[src/rtl/fb_pkg.sv]
// rtl/fb_pkg.sv - shared framebuffer geometry, UART framing and dump state encoding
// Contents: FB_COLUMNS, FB_BYTES_PER_COLUMN, UART_FRAME_BITS, fb_state_t, bit_reverse().
package fb_pkg;

    localparam int FB_COLUMNS          = 240;
    localparam int FB_BYTES_PER_COLUMN = 8;
    localparam int UART_FRAME_BITS     = 10;

    typedef enum logic [2:0] {
        ST_IDLE,
        ST_FETCH,
        ST_LOAD,
        ST_START,
        ST_DATA,
        ST_STOP
    } fb_state_t;

    // The receive path stores bytes mirrored, so the dump mirrors them back.
    function automatic logic [7:0] bit_reverse(input logic [7:0] b);
        logic [7:0] r;
        for (int i = 0; i < 8; i++) begin
            r[i] = b[7 - i];
        end
        return r;
    endfunction

endpackage

[src/rtl/uart_tx_byte.sv]
// rtl/uart_tx_byte.sv - 8N1 UART byte serializer with a one-byte holding register
// Ports:
//   clk, reset_n : clock, asynchronous active-low reset
//   baud_x1      : one-clk strobe per bit period; the line only changes on it
//   data, load   : byte to send, accepted when load and ready are both high
//   serial       : TX line, idles high
//   ready        : holding register empty and the line is idle or in its stop bit
module uart_tx_byte
    import fb_pkg::*;
(
    input  logic       clk,
    input  logic       reset_n,
    input  logic       baud_x1,
    input  logic [7:0] data,
    input  logic       load,
    output logic       serial,
    output logic       ready
);

    localparam int DATA_BITS = UART_FRAME_BITS - 2;
    localparam logic [2:0] LAST_BIT = 3'(DATA_BITS - 1);

    fb_state_t  state;
    logic [7:0] shift;
    logic [7:0] hold;
    logic       pending;
    logic [2:0] bit_cnt;

    // Accepting a byte during the stop bit lets the next start bit follow
    // on the strobe that ends the stop bit, with no idle gap.
    assign ready = !pending && (state == ST_IDLE || state == ST_STOP);

    always_ff @(posedge clk or negedge reset_n) begin
        if (!reset_n) begin
            state   <= ST_IDLE;
            shift   <= 8'h00;
            hold    <= 8'h00;
            pending <= 1'b0;
            bit_cnt <= 3'd0;
            serial  <= 1'b1;
        end else begin
            // ready implies !pending, and the holding register is only drained
            // when pending is set, so these two never collide.
            if (load && ready) begin
                hold    <= data;
                pending <= 1'b1;
            end
            if (baud_x1) begin
                case (state)
                    ST_IDLE, ST_STOP: begin
                        if (pending) begin
                            serial  <= 1'b0;
                            shift   <= hold;
                            pending <= 1'b0;
                            state   <= ST_START;
                        end else begin
                            serial <= 1'b1;
                            state  <= ST_IDLE;
                        end
                    end
                    ST_START: begin
                        serial  <= shift[0];
                        shift   <= {1'b0, shift[7:1]};
                        bit_cnt <= 3'd0;
                        state   <= ST_DATA;
                    end
                    ST_DATA: begin
                        if (bit_cnt == LAST_BIT) begin
                            serial <= 1'b1;
                            state  <= ST_STOP;
                        end else begin
                            serial  <= shift[0];
                            shift   <= {1'b0, shift[7:1]};
                            bit_cnt <= bit_cnt + 3'd1;
                        end
                    end
                    default: state <= ST_IDLE;
                endcase
            end
        end
    end

endmodule

[src/rtl/fb_uart_dump.sv]
// rtl/fb_uart_dump.sv - streams the LCD framebuffer out over UART, column-major, bytes mirrored
// Ports:
//   clk, reset_n : clock, asynchronous active-low reset
//   baud_x1      : one-clk bit-rate strobe (period must be >= 4 clk)
//   start        : one-cycle dump request, ignored while busy
//   fb_x, fb_y   : framebuffer read address (column, byte within column)
//   fb_byte      : registered read data, valid one clk after the address
//   serial       : UART TX line
//   busy, done   : dump in progress / one-cycle pulse after the last stop bit
module fb_uart_dump
    import fb_pkg::*;
#(
    parameter int COLUMNS          = FB_COLUMNS,
    parameter int BYTES_PER_COLUMN = FB_BYTES_PER_COLUMN
) (
    input  logic       clk,
    input  logic       reset_n,
    input  logic       baud_x1,
    input  logic       start,
    output logic [7:0] fb_x,
    output logic [2:0] fb_y,
    input  logic [7:0] fb_byte,
    output logic       serial,
    output logic       busy,
    output logic       done
);

    localparam logic [7:0] LAST_X = 8'(COLUMNS - 1);
    localparam logic [2:0] LAST_Y = 3'(BYTES_PER_COLUMN - 1);

    // ST_DATA: a byte is on the wire, waiting for its stop bit so the next
    //          byte can be prefetched.
    // ST_STOP: the final byte's stop bit; the next strobe ends the dump.
    fb_state_t  state;
    logic       tx_ready;
    logic       tx_load;
    logic [7:0] tx_data;
    logic       last_byte;

    assign tx_load   = (state == ST_LOAD);
    assign tx_data   = bit_reverse(fb_byte);
    assign last_byte = (fb_x == LAST_X) && (fb_y == LAST_Y);

    uart_tx_byte u_tx (
        .clk     (clk),
        .reset_n (reset_n),
        .baud_x1 (baud_x1),
        .data    (tx_data),
        .load    (tx_load),
        .serial  (serial),
        .ready   (tx_ready)
    );

    always_ff @(posedge clk or negedge reset_n) begin
        if (!reset_n) begin
            state <= ST_IDLE;
            fb_x  <= 8'd0;
            fb_y  <= 3'd0;
            busy  <= 1'b0;
            done  <= 1'b0;
        end else begin
            done <= 1'b0;
            case (state)
                ST_IDLE: begin
                    if (start) begin
                        fb_x  <= 8'd0;
                        fb_y  <= 3'd0;
                        busy  <= 1'b1;
                        state <= ST_FETCH;
                    end
                end
                // Address is stable here; the framebuffer registers it at the end.
                ST_FETCH: state <= ST_LOAD;
                // The serializer is ready in this cycle: either idle (first byte)
                // or sitting in a stop bit with an empty holding register.
                ST_LOAD:  state <= ST_DATA;
                ST_DATA: begin
                    if (tx_ready) begin
                        if (last_byte) begin
                            state <= ST_STOP;
                        end else begin
                            if (fb_y == LAST_Y) begin
                                fb_y <= 3'd0;
                                fb_x <= fb_x + 8'd1;
                            end else begin
                                fb_y <= fb_y + 3'd1;
                            end
                            state <= ST_FETCH;
                        end
                    end
                end
                ST_STOP: begin
                    if (baud_x1) begin
                        done  <= 1'b1;
                        busy  <= 1'b0;
                        fb_x  <= 8'd0;
                        fb_y  <= 3'd0;
                        state <= ST_IDLE;
                    end
                end
                default: state <= ST_IDLE;
            endcase
        end
    end

endmodule
[config.mk]
export PLATFORM = sky130hd
export DESIGN_NAME = fb_uart_dump
export DESIGN_NICKNAME = d
export VERILOG_FILES = /design/src/rtl/fb_pkg.sv /design/src/rtl/uart_tx_byte.sv /design/src/rtl/fb_uart_dump.sv
export SDC_FILE = /design/constraint.sdc
export NUM_CORES = 1
export LEC_CHECK = 0
export BUFFER_PORTS_ARGS = -buffer_cell sky130_fd_sc_hd__buf_2
export CAP_MARGIN = 20
export CORE_AREA = 2 2 66 68
export DETAILED_ROUTE_END_ITERATION = 8
export DIE_AREA = 0 0 68 70
export PLACE_DENSITY = 0.73
export SETUP_SLACK_MARGIN = 0.3
export SYNTH_ARGS = -nofsm -noshare
export SYNTH_HDL_FRONTEND = slang
export SYNTH_SLANG_ARGS = --single-unit
[constraint.sdc]
create_clock -name clk -period 1.7 [get_ports clk]
set_clock_uncertainty 0.15 [all_clocks]
set_input_delay 0 -clock clk [delete_from_list [all_inputs] [get_ports clk]]
set_output_delay 0 -clock clk [all_outputs]
set_load 0.05 [all_outputs]
---- Word level (Yosys, flattened, before mapping) ----
Index checks and enable logic that the tools add are counted.
cells by class
  add/subtract/negate cells ............... 3
  eq/ne operators ......................... 18
  muxes and demuxes ....................... 36
  reductions and logical operators ........ 20
operators by type and width
  kind                 number
  $mux 8               7
  $pmux 8 s3           2
  $mux 3               10
  $eq 3x3->1 const B   6
  $pmux 3 s3           2
  $pmux 3 s5           1
  $mux 1               10
  $ne 2x2->1 const B   5
  $reduce_and 3->1     3
  $add 8x1->8 const B  1
  $eq 8x8->1 const B   1
  $add 3x1->3 const B  2
  $eq 3x2->1 const B   2
  $logic_not 3->1      2
  $ne 2x1->1 const B   3
  $pmux 3 s2           1
  $reduce_and 6->1     1
  $reduce_bool 3->1    2
  $reduce_and 5->1     1
  $reduce_and 2->1     2
  $reduce_and 4->1     1
  $reduce_bool 2->1    2
  $eq 3x1->1 const B   1
  $logic_and 1x1->1    3
  6 further kinds      6
storage, ports and cells
  flip-flop bits (word level) ............. 40
  input port bits ......................... 12
  output and inout port bits .............. 14

---- Longest topological paths before layout ----
Gate-level depths: netlist of the first run.
  word-level depth ........................ 8
  depth in mapped cells ................... 7
  mapped depth without buffers ............ 7

---- Hierarchy ----
Synthesis of the first run repeated with hierarchy kept, for this count alone.
second synthesis, totals
  cell total of the unflattened synthesis .. 191
  area, all modules ....................... 2257.2 um^2
modules (own cells, without submodules)
  module        instances  cells each  area an instance (um^2)  seq. area each (um^2)
  uart_tx_byte  1          96          1316.3                   601.8
  fb_uart_dump  1          95          940.9                    400.4

---- Least setup slack after synthesis of the first run ----
OpenSTA, ideal clock, no wires.
  kind .................................... register to register
  start point ............................. register fb_y[0]
  end point ............................... register fb_x[3]
  setup time .............................. 124 ps
  arrival ................................. 1943 ps
  path slack .............................. -517 ps
  cell stages (with the launch flop) ...... 8
  path buffers ............................ 0
  period minus slack after synthesis ...... 2217 ps
  cell sequence ........................... dfrtp_1 > ha_1 > ha_1 > nand4b_1 > or3_1 > nand3_1 > nor4_1 > a211o_1
between the ends
  cells in the longest elaborated chain, start to end .. 4
  elaborated cells on any way between the ends .. 5
  those cells by class .................... eq/ne (3); reduce/logical (2)
RTL lines
  what                            RTL line                                source
  start: declaration              fb_uart_dump.sv:21                      output logic [2:0] fb_y,
  start signal: assignment        fb_uart_dump.sv:86                      fb_y <= fb_y + 3'd1;
  $eq 3x3->1 (*)                  fb_uart_dump.sv:42, fb_uart_dump.sv:82
  $logic_and 1x1->1               fb_uart_dump.sv:42                      assign last_byte = (fb_x == LAST_X) && (fb_y == LAST_Y);
  $ne 2x2->1 (no line)            -
  $reduce_and 6->1 (no line) (*)  -
  end signal: assignment          fb_uart_dump.sv:84                      fb_x <= fb_x + 8'd1;
  end: declaration                fb_uart_dump.sv:20                      output logic [7:0] fb_x,
Mark *: on every way between the ends. The rest lies on a longest branch, timed or not.
A chain may end at the register's enable or synchronous reset.

---- Worst setup path after layout of the first run ----
  start point ............................. register fb_y[1]
  end point ............................... register fb_x[4]
Same word-level chain as after synthesis.

==> impl_metrics.env, run 1 <==
export IMPL_synth_cell_area_mm2=0.00201
export IMPL_die_y_um=70
export IMPL_fmax_ghz=0.523
export IMPL_status="complete, but fails checks"
export IMPL_synth_xor_area_share_pct=0.807
export IMPL_ctsHtreeMaxLevel=2
export IMPL_timing_hold_ws_ns=0.0381
export IMPL_synth_top_family_by_area="simple AND/OR/NAND/NOR gates"
export IMPL_startpoint_type="register"
export IMPL_ir_drop_v=0.00107
export IMPL_drt_pass1_iterations=4
export IMPL_holdCritPathClass="in -> reg"
export IMPL_synth_fp_nets=213
export IMPL_insertedDiodeCount=0
export IMPL_cts_root_buf="clkbuf_8"
export IMPL_portBuffers=25
export IMPL_drt_initial_drc_count=121
export IMPL_reg2reg_to="fb_x[4]"
export IMPL_ys_types=47
export IMPL_multi_input_area_mm2=0.00130
export IMPL_period_needed_ns=1.91
export IMPL_avgSynthCellArea_um2=10.3
export IMPL_synthMuxAreaShare_pct=9.94
export IMPL_critPathCaptureType="register"
export IMPL_area_delta_synth_final_pct=60.2
export IMPL_dp_final_hpwl_um=3160
export IMPL_ant_nets=0
export IMPL_path_max_fanout=3
export IMPL_p_total_mw=5.58
export IMPL_report_final_slew_viol_count=0
export IMPL_synth_simple_area_share_pct=17.1
export IMPL_grt_pass1_vias=1997
export IMPL_crit_required_ns=1.75
export IMPL_synth_area_leaders="dfrtp_1 48%, mux2_4 6.0%, mux2i_1 4.0%"
export IMPL_cp_arrival_ns=1.96
export IMPL_setup_slack_ns=-0.210
export IMPL_ys_seq_elements=40
export IMPL_start_util_pct=48.6
export IMPL_critical_path_class="reg -> reg"
export IMPL_fill_cells=253
export IMPL_drc=0
export IMPL_io_pins=26
export IMPL_rr_worst_depth=8
export IMPL_placed_cell_area_mm2=0.00260
export IMPL_die_x_um=68
export IMPL_finalHoldViolCount=0
export IMPL_max_slew_worst_pin_slew_ns=0.516
export IMPL_yosysSeqAreaShare_pct=49.8
export IMPL_detail_route_vias_per_cell=5.68
export IMPL_synth_compound_area_share_pct=16.6
export IMPL_dr_total_vias=1932
export IMPL_cts_buffers=5
export IMPL_nNetsFinal=304
export IMPL_cts_sinks=40
export IMPL_avgRoutedWirePerCell_um=17.0
export IMPL_grt_pass1_wl_um=9340
export IMPL_ys_warnings_count=0
export IMPL_pre_cts_ws_ns=-0.216
export IMPL_drv_cap=0
export IMPL_grt_overflow=0
export IMPL_die_area_mm2=0.00476
export IMPL_clk_latency_ns=0.31
export IMPL_max_slew_margin_pct=65.6
export IMPL_drt_wl_total_um=5790
export IMPL_period_share_pct=112
export IMPL_r2r_slack_ns=-0.21
export IMPL_rows=24
export IMPL_violations="setup timing"
export IMPL_rsz0062_at_grt="true"
export IMPL_synth_largest_area_cell="dfrtp_1"
export IMPL_cts_tree="yes"
export IMPL_p_leak_nw=1.49
export IMPL_grt_start_max_net_pins=41
export IMPL_fin_area_mm2=0.00323
export IMPL_drive_above_1_share_pct=54.5
export IMPL_synth_top_area_share_pct=48.4
export IMPL_power_density_mw_per_mm2=1730
export IMPL_synth_fa_ha_area_share_pct=3.11
export IMPL_clk_transition_reported_paths_ns=0.09
export IMPL_crit_end="fb_x[4]"
export IMPL_antenna_found_initial=0
export IMPL_core_area_mm2=0.00414
export IMPL_syn_inst=196
export IMPL_r2r_start="fb_y[1]"
export IMPL_setup_viol=20
export IMPL_grt_use_total_pct=26.8
export IMPL_place_congestion=0.773
export IMPL_register_area_mm2=0.00101
export IMPL_holdPathStages=3
export IMPL_cts_path_max_buffers=2
export IMPL_crit_start="fb_y[1]"
[synth_stat cells, drive strengths merged]
cell and instances:
or2 1, a21o 2, nand3 6, nor3 3, xor2 1, nor3b 1, buf 3, clkbuf 3
or3b 1, inv 6, o21bai 1, nand4b 1, a211oi 2, mux2i 8, mux2 8, nand2 21
a31oi 2, o211ai 2, a32o 1, ha 5, o22ai 2, or3 3, and3 1, and2 1
a41oi 2, a32oi 1, o31ai 1, o211a 2, o21ai 18, nand4 2, a22o 4, dfstp 1
nand2b 3, a211o 1, nor2 22, a21oi 10, o221ai 1, dfrtp 39, nor4 2, nor2b 2
[metal layers]
layer	GRT usage (%)	wire length, um	part of all wire, %	vias to the layer above
met3	7.25	192	3.3	21
met1	30.9	2310	40	963
li1	-	-	-	895
met2	44.1	3030	52	53
met5	0	0	0	-
met4	14.2	250	4.3	0
[repair_timing]
item / in CTS / in global routing
hold buffers: 11 / 0
pin swaps: 19 / 10
gates resized for setup: 38 / 22
endpoints found under the hold margin: 52 / 0
setup buffers: 8 / 7
setup endpoints to repair: 35 / 38
gates cloned: 2 / 0
[logic make-up (layout without fill, tap and decap cells)]
family          count (synthesis)  count (layout)
compound gates                 52              53
xor+xnor                        1               1
fa+ha+maj                       5               5
buf+inv                        12             103
flops                          40              40
mux                            16              16
simple gates                   70              70
[registers in the layout, indices dropped and copies added (netlist names)]
name,cells
busy,1
done,1
fb_x,8
fb_y,3
state,3
u_tx.bit_cnt,3
u_tx.hold,8
u_tx.pending,1
u_tx.serial,1
u_tx.shift,8
u_tx.state,3
[area by class of cell]
type                    instances  area share, %
clock buffers                   6           2.25
clock inverters                 2           1.86
inverters                       6          0.698
multi-input cells             145           40.2
flip-flops and latches         40           31.3
well taps                      52           2.02
repair buffers                 89           21.6
[how the worst min path moves through the flow]
stage            start             to
4_1_cts        baud_x1  u_tx.state[0]
3_5_place_dp   reset_n  u_tx.state[2]
5_1_grt        baud_x1  u_tx.state[0]
2_1_floorplan  reset_n           busy
3_3_place_gp   reset_n        fb_x[2]
6_report       baud_x1  u_tx.state[0]
[placed cells by master (no fill, tap or decap), types with 3 or more instances in the layout]
cell,instances
nor2_1,9
nor2_2,8
nand2_1,18
mux2i_1,6
o21ai_1,9
a22o_1,4
clkbuf_8,5
a21oi_2,9
mux2_4,8
buf_2,25
o21ai_0,7
nand3_1,4
dfrtp_2,7
nor2_4,5
buf_4,39
ha_4,4
dlygate4sd3_1,10
dfrtp_1,32
inv_1,4
buf_6,13
or3_4,3
[worst max-delay path: stages (launching register included)]
cell and delay [ns]:
dfrtp_2 0.44, ha_4 0.17, ha_4 0.15, buf_4 0.13
nor2b_2 0.17, buf_4 0.14, and3_4 0.18, a32oi_1 0.20
nand2_1 0.07
[where the power goes]
group          switching [mW]  total (mW)  internal, mW
sequential              0.259        1.53          1.28
clock                   0.359       0.946         0.587
combinational            1.54        3.10          1.56
[through the flow]
step	setup TNS [ns]	cells	util, %
after floorplan	-3.64	196	-
after global placement	-1.70	304	62.8
after detailed placement	-2.52	304	62.8
after CTS	-2.08	333	74.7
after global routing	-4.34	340	77.9
final	-2.73	340	77.9
(Power assumes the default switching activity.)
==> run 2, diff against run 1 <==
--- a/config.mk
+++ b/config.mk
@@ -10,8 +10,9 @@
 export CORE_AREA = 2 2 66 68
 export DETAILED_ROUTE_END_ITERATION = 8
 export DIE_AREA = 0 0 68 70
-export PLACE_DENSITY = 0.73
+export PLACE_DENSITY_LB_ADDON = 0.05
 export SETUP_SLACK_MARGIN = 0.3
+export SKIP_LAST_GASP = 1
 export SYNTH_ARGS = -nofsm -noshare
 export SYNTH_HDL_FRONTEND = slang
 export SYNTH_SLANG_ARGS = --single-unit
==> run 2 against run 1 <==
  * The flow still finishes with violations (setup timing)
  * Global-route usage down 2.6 points
  * Largest power group unchanged
  * Design area down 1.3%
  * Critical path type unchanged
  * Non-clock buffer count down 6
  * Combinational power down 2%
  * Routed wire length down 6.0%
  * Via count down 3.5%
  * Sequential cell count unchanged
  * Register-to-register slack better by 0.04 ns
  * Die area unchanged
==> impl_metrics.env, run 2 (synthesized netlist as in run 1, its figures left out) <==
export IMPL_setup_slack_ns=-0.175
export IMPL_antenna_found_initial=0
export IMPL_cpLargestDelayFamily="simple AND/OR/NAND/NOR gates"
export IMPL_cts_sinks=40
export IMPL_critPathBufInv=1
export IMPL_cp_arrival_ns=1.92
export IMPL_area_delta_synth_final_pct=58.1
export IMPL_grt_start_max_net_pins=41
export IMPL_violations="setup timing"
export IMPL_drive_above_1_share_pct=54.3
export IMPL_fin_cells=334
export IMPL_period_share_pct=110
export IMPL_holdCritPathClass="in -> reg"
export IMPL_detail_route_vias_per_cell=5.58
export IMPL_cpMostUsedCell="or3_4"
export IMPL_ctsHtreeMaxLevel=2
export IMPL_io_pins=26
export IMPL_critical_path_class="reg -> reg"
export IMPL_drv_cap=0
export IMPL_cpPeakStageDelay_ns=0.40
export IMPL_crit_chain="or3_4, or3_4, buf_6, mux2_4"
export IMPL_ir_drop_v=0.00113
export IMPL_place_congestion=0.829
export IMPL_cpMaxStageDelayCell="dfrtp_1"
export IMPL_insertedDiodeCount=0
export IMPL_cts_root_buf="clkbuf_8"
export IMPL_biggestRegsByFlops="fb_x (8), u_tx.hold (8), u_tx.shift (8)"
export IMPL_core_area_mm2=0.00414
export IMPL_cts_tree="yes"
export IMPL_placedCellCount=303
export IMPL_final_common_cell="dfrtp_1"
export IMPL_drt_pass1_iterations=4
export IMPL_fill_cells=269
export IMPL_grt_pass1_vias=1914
export IMPL_clk_transition_reported_paths_ns=0.08
export IMPL_grt_overflow=0
export IMPL_critPathCaptureType="register"
export IMPL_drc=0
export IMPL_crit_required_ns=1.74
export IMPL_start_util_pct=48.6
export IMPL_cts_buffers=5
export IMPL_grt_pass1_wl_um=8810
export IMPL_p_total_mw=5.37
export IMPL_max_slew_worst_pin_slew_ns=0.506
export IMPL_dp_final_hpwl_um=3170
export IMPL_drt_wl_total_um=5440
export IMPL_power_density_mw_per_mm2=1690
export IMPL_rows=24
export IMPL_fin_area_mm2=0.00318
export IMPL_ant_nets=0
export IMPL_max_slew_margin_pct=66.3
export IMPL_drt_initial_drc_count=182
export IMPL_setup_viol=18
export IMPL_layout_common_cells="32 x dfrtp_1, 31 x buf_4, 25 x buf_2"
export IMPL_portBuffers=25
export IMPL_die_x_um=68
export IMPL_status="complete, but fails checks"
export IMPL_clk_latency_ns=0.30
export IMPL_path_max_fanout=5
export IMPL_fmax_ghz=0.533
export IMPL_placed_cell_area_mm2=0.00260
export IMPL_die_area_mm2=0.00476
export IMPL_startpoint_type="register"
export IMPL_report_final_slew_viol_count=0
export IMPL_period_needed_ns=1.87
export IMPL_nNetsFinal=298
export IMPL_avgRoutedWirePerCell_um=16.3
export IMPL_grt_use_total_pct=24.2
export IMPL_rsz0062_at_grt="true"
export IMPL_die_y_um=70
export IMPL_pre_cts_ws_ns=-0.170
export IMPL_utilization_pct=76.8
export IMPL_dr_total_vias=1865
export IMPL_p_leak_nw=1.45
export IMPL_finalHoldViolCount=0
export IMPL_cts_path_max_buffers=2
run 2: cell types whose count changed in the layout (fill, tap and decap cells not counted), moves of 2 or more:
cell           delta
dlygate4sd3_1     +2
buf_4             -8
nor2_2            -4
nor2_4            +5
nor4_2            -2
mux2i_4           -2
run 2: path summary, 6_finish.rpt:
kind	cells past startpoint	slack [ns]	endpoint	startpoint
hold / removal	3	0.01	u_tx.state[0]	baud_x1
setup / recovery	4	-0.17	u_tx.hold[7]	state[0]
max in group asynchronous	3	0.89	fb_y[1]	reset_n
min in group asynchronous	3	0.13	u_tx.bit_cnt[2]	reset_n
setup reg to reg	4	-0.17	u_tx.hold[7]	state[0]
hold reg to reg	1	0.35	fb_x[7]	fb_x[7]
run 2: worst reg2reg max path, cell delays in order (launching register included):
cell and delay, ns:
dfrtp_1 0.40, or3_4 0.40, or3_4 0.36, buf_6 0.15
mux2_4 0.30
run 2: metal layers:
layer  global-route usage (%)  wire (um)
met5                        0          0
met3                     4.35        163
met1                     31.8       2430
met4                     6.67         62
met2                     40.2       2790
run 2: final cells by class:
class | instances | area, um^2 | share of cell area, %
multi-input cells | 145 | 1320 | 41.3
flip-flops and latches | 40 | 1010 | 31.7
repair buffers | 83 | 656 | 20.6
clock buffers | 5 | 68.8 | 2.16
well taps | 52 | 65.1 | 2.04
clock inverters | 3 | 42.5 | 1.34
inverters | 6 | 25.0 | 0.786
run 2: repair_timing:
item / CTS / global route
hold endpoints to repair: 51 / 0
buffers inserted: 6 / 3
setup endpoints to repair: 36 / 37
hold buffers: 12 / 0
pin swaps: 26 / 15
resized for setup: 32 / 35
gates cloned: 1 / 1
run 2: stage by stage:
step           hold WS, ns  setup TNS [ns]
2_1_floorplan       -0.446           -3.64
3_3_place_gp       -0.0698           -1.93
3_5_place_dp       -0.0549           -2.56
4_1_cts             0.0151           -2.00
5_1_grt             0.0511           -3.57
6_report            0.0106           -2.21
run 2: power breakdown:
| part | total (mW) | internal [mW] | switching (mW) |
|---|---|---|---|
| Clock | 0.801 | 0.435 | 0.366 |
| Combinational | 3.03 | 1.51 | 1.52 |
| Sequential | 1.53 | 1.27 | 0.259 |
| Total | 5.37 | 3.22 | 2.15 |
